## config.mk

```make
export PLATFORM = sky130hd
export DESIGN_NAME = mips_control_unit
export DESIGN_NICKNAME = d
export VERILOG_FILES = /design/src/rtl/mips_pkg.sv /design/src/rtl/mips_alu_decoder.sv /design/src/rtl/mips_control_unit.sv
export SDC_FILE = /design/constraint.sdc
export NUM_CORES = 1
export LEC_CHECK = 0
export CORE_UTILIZATION = 39
export CTS_CLUSTER_SIZE = 16
export DETAILED_ROUTE_END_ITERATION = 10
export HOLD_SLACK_MARGIN = 0.03
export PLACE_DENSITY = 0.84
export SYNTH_ARGS = -nofsm -noshare
export SYNTH_HDL_FRONTEND = slang
export SYNTH_SLANG_ARGS = --single-unit
export TNS_END_PERCENT = 50
```

## constraint.sdc

```tcl
create_clock -name clk -period 2 [get_ports clk]
set_input_delay 0.4 -clock clk [delete_from_list [all_inputs] [get_ports clk]]
set_output_delay 0.4 -clock clk [all_outputs]
set_load 0.03 [all_outputs]
```

## src/rtl/mips_pkg.sv

```systemverilog
// Shared definitions for the multicycle MIPS control unit: opcode and funct
// codes, FSM state type, ALU control codes and datapath mux encodings.
package mips_pkg;

    // Opcodes (instruction[31:26])
    localparam logic [5:0] OpRtype = 6'b000000;
    localparam logic [5:0] OpLw    = 6'b100011;
    localparam logic [5:0] OpSw    = 6'b101011;
    localparam logic [5:0] OpBeq   = 6'b000100;
    localparam logic [5:0] OpBne   = 6'b000101;
    localparam logic [5:0] OpAddi  = 6'b001000;
    localparam logic [5:0] OpJ     = 6'b000010;

    // R-type funct codes (instruction[5:0])
    localparam logic [5:0] FnAdd = 6'b100000;
    localparam logic [5:0] FnSub = 6'b100010;
    localparam logic [5:0] FnAnd = 6'b100100;
    localparam logic [5:0] FnOr  = 6'b100101;
    localparam logic [5:0] FnSlt = 6'b101010;

    typedef enum logic [3:0] {
        StFetch,
        StDecode,
        StMemAdr,
        StMemRd,
        StMemWb,
        StMemWr,
        StExecute,
        StAluWb,
        StBranch,
        StAddiExec,
        StAddiWb,
        StJump,
        StError
    } state_t;

    typedef enum logic [2:0] {
        AluAnd = 3'b000,
        AluOr  = 3'b001,
        AluAdd = 3'b010,
        AluSub = 3'b110,
        AluSlt = 3'b111
    } alu_control_t;

    typedef enum logic [1:0] {
        AluOpAdd   = 2'b00,
        AluOpSub   = 2'b01,
        AluOpFunct = 2'b10
    } alu_op_t;

    // ALU operand B select
    localparam logic [1:0] SrcBReg    = 2'b00;
    localparam logic [1:0] SrcBFour   = 2'b01;
    localparam logic [1:0] SrcBImm    = 2'b10;
    localparam logic [1:0] SrcBImmSh2 = 2'b11;

    // Next-PC select
    localparam logic [1:0] PcSrcAlu    = 2'b00;
    localparam logic [1:0] PcSrcAluOut = 2'b01;
    localparam logic [1:0] PcSrcJump   = 2'b10;

endpackage

```

## src/rtl/mips_alu_decoder.sv

```systemverilog
// Combinational ALU decoder: ALUOp from the main FSM plus the R-type funct
// field select the ALU operation. funct_valid flags an unknown funct when
// ALUOp requests funct decoding; unknown functs fall back to add.
module mips_alu_decoder
    import mips_pkg::*;
(
    input  logic [1:0] alu_op,
    input  logic [5:0] funct,
    output logic [2:0] alu_control,
    output logic       funct_valid
);

    // Map ALUOp/funct to an ALU operation code.
    always_comb begin
        alu_control = AluAdd;
        funct_valid = 1'b1;
        unique case (alu_op)
            AluOpAdd: alu_control = AluAdd;
            AluOpSub: alu_control = AluSub;
            AluOpFunct: begin
                case (funct)
                    FnAdd:   alu_control = AluAdd;
                    FnSub:   alu_control = AluSub;
                    FnAnd:   alu_control = AluAnd;
                    FnOr:    alu_control = AluOr;
                    FnSlt:   alu_control = AluSlt;
                    default: begin
                        alu_control = AluAdd;
                        funct_valid = 1'b0;
                    end
                endcase
            end
            default: alu_control = AluAdd;
        endcase
    end

endmodule

```

## src/rtl/mips_control_unit.sv

```systemverilog
// Multicycle MIPS main control unit: Moore FSM driving datapath selects and
// enables for lw, sw, R-type, beq, addi and j. The only Mealy path is the ALU
// zero flag into pc_en during BRANCH.
// Optional feature: define MIPS_BNE_EN to decode bne (opcode 000101) through
// the BRANCH state; otherwise bne is an illegal opcode.
module mips_control_unit
    import mips_pkg::*;
#(
    parameter bit STRICT_DECODE = 1'b1
) (
    input  logic       clk,
    input  logic       rst_n,
    input  logic [5:0] opcode,
    input  logic [5:0] funct,
    input  logic       zero,
    output logic       iord,
    output logic       ir_write,
    output logic       mem_write,
    output logic       reg_write,
    output logic       reg_dst,
    output logic       mem_to_reg,
    output logic       alu_src_a,
    output logic [1:0] alu_src_b,
    output logic [1:0] pc_src,
    output logic [2:0] alu_control,
    output logic       pc_en,
    output logic       illegal_op
);

    state_t     state_q, state_d;
    logic [1:0] alu_op;
    logic       alu_en;
    logic [2:0] dec_control;
    logic       funct_valid;
    logic       pc_write, branch_eq, branch_ne;
    logic       ir_write_raw, mem_write_raw, reg_write_raw, illegal_raw;

    mips_alu_decoder u_alu_decoder (
        .alu_op      (alu_op),
        .funct       (funct),
        .alu_control (dec_control),
        .funct_valid (funct_valid)
    );

    // State register; reset returns to FETCH asynchronously.
    always_ff @(posedge clk or negedge rst_n) begin
        if (!rst_n) begin
            state_q <= StFetch;
        end else begin
            state_q <= state_d;
        end
    end

    // Next state: opcode dispatch in DECODE, funct legality check in EXECUTE.
    always_comb begin
        state_d = state_q;
        unique case (state_q)
            StFetch:  state_d = StDecode;
            StDecode: begin
                case (opcode)
                    OpLw, OpSw: state_d = StMemAdr;
                    OpRtype:    state_d = StExecute;
                    OpBeq:      state_d = StBranch;
`ifdef MIPS_BNE_EN
                    OpBne:      state_d = StBranch;
`endif
                    OpAddi:     state_d = StAddiExec;
                    OpJ:        state_d = StJump;
                    default:    state_d = STRICT_DECODE ? StError : StFetch;
                endcase
            end
            StMemAdr:   state_d = (opcode == OpLw) ? StMemRd : StMemWr;
            StMemRd:    state_d = StMemWb;
            StMemWb:    state_d = StFetch;
            StMemWr:    state_d = StFetch;
            // Unknown funct without strict decode: add executes, write-back skipped.
            StExecute:  state_d = funct_valid ? StAluWb
                                              : (STRICT_DECODE ? StError : StFetch);
            StAluWb:    state_d = StFetch;
            StBranch:   state_d = StFetch;
            StAddiExec: state_d = StAddiWb;
            StAddiWb:   state_d = StFetch;
            StJump:     state_d = StFetch;
            StError:    state_d = StError;
            default:    state_d = StFetch;
        endcase
    end

    // Moore outputs per state; everything not named in a state stays 0.
    always_comb begin
        iord          = 1'b0;
        ir_write_raw  = 1'b0;
        mem_write_raw = 1'b0;
        reg_write_raw = 1'b0;
        reg_dst       = 1'b0;
        mem_to_reg    = 1'b0;
        alu_src_a     = 1'b0;
        alu_src_b     = SrcBReg;
        pc_src        = PcSrcAlu;
        alu_op        = AluOpAdd;
        alu_en        = 1'b0;
        pc_write      = 1'b0;
        branch_eq     = 1'b0;
        branch_ne     = 1'b0;
        illegal_raw   = 1'b0;
        unique case (state_q)
            StFetch: begin
                ir_write_raw = 1'b1;
                alu_src_b    = SrcBFour;
                alu_en       = 1'b1;
                pc_write     = 1'b1;
            end
            StDecode: begin
                alu_src_b = SrcBImmSh2;
                alu_en    = 1'b1;
            end
            StMemAdr, StAddiExec: begin
                alu_src_a = 1'b1;
                alu_src_b = SrcBImm;
                alu_en    = 1'b1;
            end
            StMemRd: iord = 1'b1;
            StMemWb: begin
                mem_to_reg    = 1'b1;
                reg_write_raw = 1'b1;
            end
            StMemWr: begin
                iord          = 1'b1;
                mem_write_raw = 1'b1;
            end
            StExecute: begin
                alu_src_a = 1'b1;
                alu_op    = AluOpFunct;
                alu_en    = 1'b1;
            end
            StAluWb: begin
                reg_dst       = 1'b1;
                reg_write_raw = 1'b1;
            end
            StBranch: begin
                alu_src_a = 1'b1;
                alu_op    = AluOpSub;
                alu_en    = 1'b1;
                pc_src    = PcSrcAluOut;
`ifdef MIPS_BNE_EN
                // IR is not rewritten in BRANCH, so opcode still names the branch kind.
                if (opcode == OpBne) begin
                    branch_ne = 1'b1;
                end else begin
                    branch_eq = 1'b1;
                end
`else
                branch_eq = 1'b1;
`endif
            end
            StAddiWb: reg_write_raw = 1'b1;
            StJump: begin
                pc_src   = PcSrcJump;
                pc_write = 1'b1;
            end
            StError: illegal_raw = 1'b1;
            default: ;
        endcase
    end

    assign alu_control = alu_en ? dec_control : 3'b000;

    // Write enables are held off combinationally for the whole reset pulse.
    assign ir_write   = ir_write_raw & rst_n;
    assign mem_write  = mem_write_raw & rst_n;
    assign reg_write  = reg_write_raw & rst_n;
    assign illegal_op = illegal_raw & rst_n;
    assign pc_en      = (pc_write | (branch_eq & zero) | (branch_ne & ~zero)) & rst_n;

endmodule

```

# Yosys cells after proc, flatten, opt, wreduce, memory -nomap -nowiden
# Cells that the tools add are included.
[word_totals]
regBits = 4
in_bits = 15
output_inout_bits = 16
word_cells = 65
[classes]
eq_ne = 24
n_mux = 23
bitwise = 7
n_reduce_logical = 10
[ops]
columns = ["op", "n"]
rows = [
  ["6-bit == test (second input constant)", 7],
  ["4-bit one-hot mux with 7 select lines", 1],
  ["4-bit == test (second input constant)", 5],
  ["4-bit one-hot mux with 5 select lines", 1],
  ["4-bit by 3-bit == test with 1-bit output (second input constant)", 4],
  ["1-bit two-way mux", 13],
  ["3-bit one-hot mux with 4 select lines", 1],
  ["4-bit by 2-bit == test with 1-bit output (second input constant)", 2],
  ["2-bit one-hot mux with 2 select lines", 2],
  ["2-bit OR reduction", 4],
  ["1-bit AND", 6],
  ["6-bit by 2-bit == test with 1-bit output (second input constant)", 1],
  ["6-bit by 3-bit == test with 1-bit output (second input constant)", 1],
  ["6-bit by 4-bit == test with 1-bit output (second input constant)", 1],
  ["6-bit logical NOT", 1],
  ["3-bit two-way mux", 2],
  ["2-bit one-hot mux with 3 select lines", 1],
  ["3-bit one-hot mux with 2 select lines", 1],
  ["6-bit OR reduction", 1],
  ["5-bit OR reduction", 1],
  ["4-bit by 1-bit == test with 1-bit output (second input constant)", 1],
  ["4-bit logical NOT", 1],
  ["4-bit two-way mux", 1],
  ["4-bit OR reduction", 1],
  ["4 further kinds", 4],
]

# Longest topological paths before layout
[depth]
depth_word = 6
depth_mapped = 7
mapped_depth_nobuf = 7

# Cells and area by module
# Synthesis repeated with hierarchy kept, for this count alone.
[unflattened]
cells_unflattened = 92
area_unflattened_um2 = 670.6
[by_module_without_submodules]
columns = ["mod", "n_inst", "cells_per_inst", "area_each_um2", "seq_area_each_um2"]
rows = [
  ["mips_control_unit", 1, 72, 511.7, 100.1],
  ["mips_alu_decoder", 1, 20, 158.9, 0.0],
]

# Worst setup path before layout
# No wires, ideal clock.
[synth_path]
path_type = "reg2out"
start = "register state_q[1]"
end = "output alu_control[0]"
arrival_time_ns = 2.143
t_required_ns = 1.600
setup_slack_ns = -0.543
path_stages_with_launch = 6
path_buffers = 1
cell_sequence = "dfrtp_1 > clkbuf_1 > nor2_1 > nand2_1 > ha_1 > nor4_1"
[synth_via]
elab_chain_len = 5
elab_cells_between_ends = 13
classes_between = "7 x eq/ne; 4 x mux; 2 x reduce/logical"
[synth_lines]
columns = ["item", "line_no", "rtl"]
rows = [
  ["start: declaration", "mips_control_unit.sv:30", "state_t state_q, state_d;"],
  ["start signal: assignment", "mips_control_unit.sv:48", "state_q <= StFetch;"],
  ["start signal: assignment", "mips_control_unit.sv:50", "state_q <= state_d;"],
  ["4-bit == test or 4-bit by 3-bit == test with 1-bit output (tied branches)", "mips_control_unit.sv:106", "unique case (state_q)"],
  ["2-bit one-hot mux with 2 select lines", "mips_control_unit.sv:106", ""],
  ["2-bit == test or 2-bit by 1-bit == test with 1-bit output (tied branches)", "mips_alu_decoder.sv:17", "unique case (alu_op)"],
  ["3-bit one-hot mux with 2 select lines", "mips_alu_decoder.sv:17", ""],
  ["3-bit two-way mux (*)", "mips_control_unit.sv:166", "assign alu_control = alu_en ? dec_control : 3'b000;"],
  ["end: declaration", "mips_control_unit.sv:25", "output logic [2:0] alu_control,"],
]
# Mark *: on every way between the ends. The rest lies on a longest branch, timed or not.

# Worst setup path in the final report
[layout_path]
start = "register state_q[2]"
end = "output alu_control[0]"
# The elaborated chain is that of the path after synthesis.

==> PnR_summary.wiki <==
{| class="wikitable"
! Metric !! Value
|-
| Violations in the final reports || negative setup slack
|-
| Largest fanout on the critical path || 5
|-
| Max Root-Sink Buffers || 2
|-
| Final Critical Period || 2.24 ns
|-
| Clock input transition at the sequential cells of the worst setup and hold paths || 0.04 ns
|-
| Clock network fraction of total power || 6.2%
|-
| Combined area of all synthesized cells || 611 sq um
|-
| DRT Wirelength || ~3.5 mm
|-
| CP top delay family || simple AND/OR/NAND/NOR gates
|-
| Most frequent cells after synthesis || nor2_1 (13), nand2_1 (9), inv_1 (6), nor2b_1 (6), nor3_1 (5)
|-
| Switching portion of total power || 52.8%
|-
| Worst Reg-to-Reg Cells || 9
|-
| Global-route congestion overflow total || 0
|-
| Final Max Slew Viols || 0
|-
| Count of unique library cells instantiated by Yosys || 36
|-
| Leakage power summed over all cells || 0.591 nW
|-
| Worst VDD drop || just under 0.001 V
|-
| Post-Place Cell Area || approximately 0.0011 sq mm
|-
| Main synth FF type || dfrtp_1
|-
| Fraction of final layout cells sized beyond drive strength 1 || 51.0%
|-
| Wire length per cell after detailed routing || 22.2 microns
|-
| Critical Path End Type || output pin
|-
| Internal Pwr Total || 0.845 mW
|-
| Y dimension of the die || 41.6 microns
|-
| GR Layer Usage met3 || 5.65%
|-
| Register with the highest flop count || state_q
|-
| Synthesized netlist cell count || 89
|-
| Starting Density || 44.2%
|-
| Final hold violations || 0
|-
| Die area || 0.00173 sq mm
|-
| Worst Setup Start Kind || flop
|-
| Cts bufs inserted || 3
|-
| Layout Cell Area excl Fill || 0.00131 sq mm
|-
| Final cycle utilization of the critical path || 112%
|-
| Width of the die || approximately 42 microns
|-
| Async set-reset flop share out of synthesis || between 90% and 100%
|-
| CP Data Required Time || 1.60 ns
|-
| Critical path cell sequence || nor2b_4 > nand2_4 > inv_4 > ha_4 > nand2_1 > nor4_4 > buf_4
|-
| Remaining antenna violation count || 0
|-
| Worst R2R Setup Slack || about 0.020 ns
|-
| Worst Setup Path Type || reg2out
|-
| Buffers added on ports || 30
|-
| 1st-pass router iterations || 4
|-
| Placement-stage worst setup slack || -0.232 ns
|-
| Met1 track demand over resource || 32.9%
|-
| Max Freq || 447 MHz
|-
| Top cells by area, synth || dfrtp_1 (16%), nor2_1 (8.0%), nor2b_1 (6.1%)
|-
| Final-report setup violation count || 9
|-
| Estimated wirelength of the detail-placed design || 1.78 mm
|-
| Pin slew with the least headroom to its limit || 0.458 ns
|-
| Synthesized flop and latch total || 4
|-
| Number of antenna violations at the first check in global routing || 0
|-
| Number of DRC violations after detailed routing || 0
|-
| Logic gate share of total power || around 83%
|-
| Final weighted congestion of routability-driven global placement || a little over 0.8
|-
| Seq/Total Area, Yosys || 16.4%
|-
| Number of nets produced by synthesis || between 100 and 150
|-
| Net load switching power || around 0.95 mW
|-
| Number of flip-flops in the largest register || 4
|-
| GRT Total Usage || 33.6%
|-
| PD cells || 1370 mW/mm^2
|-
| Mean Syn Cell Area || just under 7 sq um
|-
| Total power draw || 1.79 mW
|-
| Clock tree from TritonCTS || done
|-
| P&R area growth vs syn || 114%
|-
| Via-to-Cell Ratio || 6.71
|-
| Worst setup path startpoint || state_q[2]$_DFF_PN0_
|-
| Largest net degree at the start of global routing || 9
|-
| Critical register-to-register path endpoint || state_q[1]$_DFF_PN0_
|-
| Max stage delay on crit path || 0.46 ns
|-
| Post-Place Cells || 149
|-
| Top-area cell type share of the netlist area || 16.4%
|-
| Global-route wire length before repair || around 4.5 mm
|-
| MaxCap Viol Count || 0
|-
| Post-route setup slack || -0.239 ns
|-
| Number of antenna repair diodes || 0
|-
| EDFF count, synth || 0
|-
| Total clock sinks || 4
|-
| Total number of yosys warnings || 0
|-
| Latest clock arrival within the worst-skew pair || 0.25 ns
|-
| Number of gates on the worst path with buffers counted || 7
|-
| Clk_skew || between 0.0006 and 0.0007 ns
|-
| Number of global-route vias before repair || 1003
|-
| Critical path capture point || alu_control[0]
|-
| Routing layer with the top usage in global route || met2
|-
| Met2 usage in global routing || between 60% and 70%
|-
| Root buffer cell || clkbuf_4
|-
| Part of the total power dissipated in sequential elements || about a tenth
|-
| CP Data Arrival Time || 1.84 ns
|-
| Most frequently used cell type in the post-synthesis netlist || nor2_1
|-
| Starting DRT DRC Count || 70
|-
| Deepest level of the CTS H-tree || 1
|-
| Worst hold path class || in2async
|-
| Top cell type by total area after synthesis || dfrtp_1
|-
| Cell at the slowest stage of the critical path || dfrtp_1
|-
| Biggest regs || state_q x4
|-
| Unrepaired setup endpoints after global routing || yes
|-
| Reg-to-Reg Start || state_q[2]$_DFF_PN0_
|-
| IO Pins || 31
|-
| Final net count || roughly 160
|-
| CORE AREA || between 0.001 and 0.0015 sq mm
|-
| Detailed-route via count || 1073
|-
| Count of fill cells added during filler insertion || 40
|-
| Headroom to the max-slew limit || 69.3%
|-
| WP buf/inv || 2
|-
| Run status || finished with violations
|-
| Final cell count without fillers || 160
|-
| Standard-cell rows || 13
|}
==> per-layer routing <==
layer	vias up	share of wire, %
met4	0	8.3
met1	483	35
li1	437	-
met5	-	0
met3	43	8.7
met2	110	48
==> power by group through the flow <==
| stage | clock [mW] | combinational (mW) | sequential, mW |
|---|---|---|---|
| 6_report | 0.111 | 1.49 | 0.192 |
| 5_1_grt | 0.115 | 1.53 | 0.189 |
| 4_1_cts | 0.110 | 1.29 | 0.166 |
| 3_5_place_dp | 0 | 1.15 | 0.158 |
| 3_3_place_gp | 0 | 1.12 | 0.158 |
| 2_1_floorplan | 0 | 0.734 | 0.139 |
==> cells in the final DEF, fill, tap and decap left out, types with 2 or more instances in the layout <==
master and n:
nand2_2 2, xnor2_1 3, nand3_1 2, clkdlybuf4s50_1 14, clkbuf_4 3, nand2b_1 4, dlygate4sd2_1 4, dfrtp_2 3
buf_4 31, nor2b_4 5, and3_1 2, inv_1 4, nor2_1 8, nor2_2 4, a31oi_1 2, nand2_1 6
a32oi_1 2, buf_6 7, ha_4 2, a21oi_1 2, a31oi_4 2, nor3_1 3, nor3b_1 2
==> final cells by class <==
type | instances | area [sq um] | area share (%)
sequential | 4 | 104 | 7.96
clock buffer | 3 | 22.5 | 1.73
tap | 15 | 18.8 | 1.44
timing repair buffer | 57 | 492 | 37.7
inverter | 6 | 25.0 | 1.92
multi-input combinational | 75 | 643 | 49.3
==> metrics by stage <==
stage / setup TNS (ns) / hold WS (ns) / utilization [%]
after floorplan: -0.0119 / 0.104 / -
after global placement: -0.342 / 0.712 / 78.3
after detailed placement: -0.743 / 0.706 / 78.3
after CTS: -0.261 / 0.522 / 89.0
after global routing: -0.900 / 0.567 / 94.4
final: -0.775 / 0.553 / 94.4
==> kinds of logic (layout without fill, tap and decap cells) <==
kind of cell             after synthesis  after routing  share of synthesized area, %
AND/OR/NAND/NOR                       52             52                          44.9
AO/OA/AOI/OAI                         17             17                          22.3
buffers and inverters                 10             66                          6.35
flip-flops                             4              4                          16.4
XOR/XNOR                               3              3                          4.30
adder cells (fa/ha/maj)                2              2                          4.10
multiplexers                           1              1                          1.64
==> worst min path at each step <==
stage / start / end / slack [ns] / depth (start not counted)
after detailed placement: state_q[2]$_DFF_PN0_ / state_q[0]$_DFF_PN0_ / 0.71 / 2
after CTS: rst_n / state_q[0]$_DFF_PN0_ / 0.52 / 2
after floorplan: rst_n / state_q[0]$_DFF_PN0_ / 0.10 / 0
after global routing: rst_n / state_q[2]$_DFF_PN0_ / 0.57 / 2
final: rst_n / state_q[2]$_DFF_PN0_ / 0.55 / 2
after global placement: state_q[2]$_DFF_PN0_ / state_q[0]$_DFF_PN0_ / 0.71 / 2
==> timing repair <==
| item | 4_1_cts | 5_1_grt |
|---|---|---|
| endpoints found under the hold margin | 0 | 0 |
| endpoints found under the setup margin | 9 | 10 |
| gates resized for setup | 31 | 18 |
| hold buffers | 0 | 0 |
| setup buffers | 4 | 4 |
| pin swaps | 0 | 4 |
==> worst register-to-register path, stage by stage (launching register included) <==
cell	delay (ns)
dfrtp_1	0.46
nor2b_4	0.25
nand2_4	0.10
inv_4	0.07
ha_4	0.17
buf_6	0.11
buf_4	0.09
inv_1	0.05
a31oi_1	0.37
o221ai_1	0.17
Power figures use the tool's default switching activity.
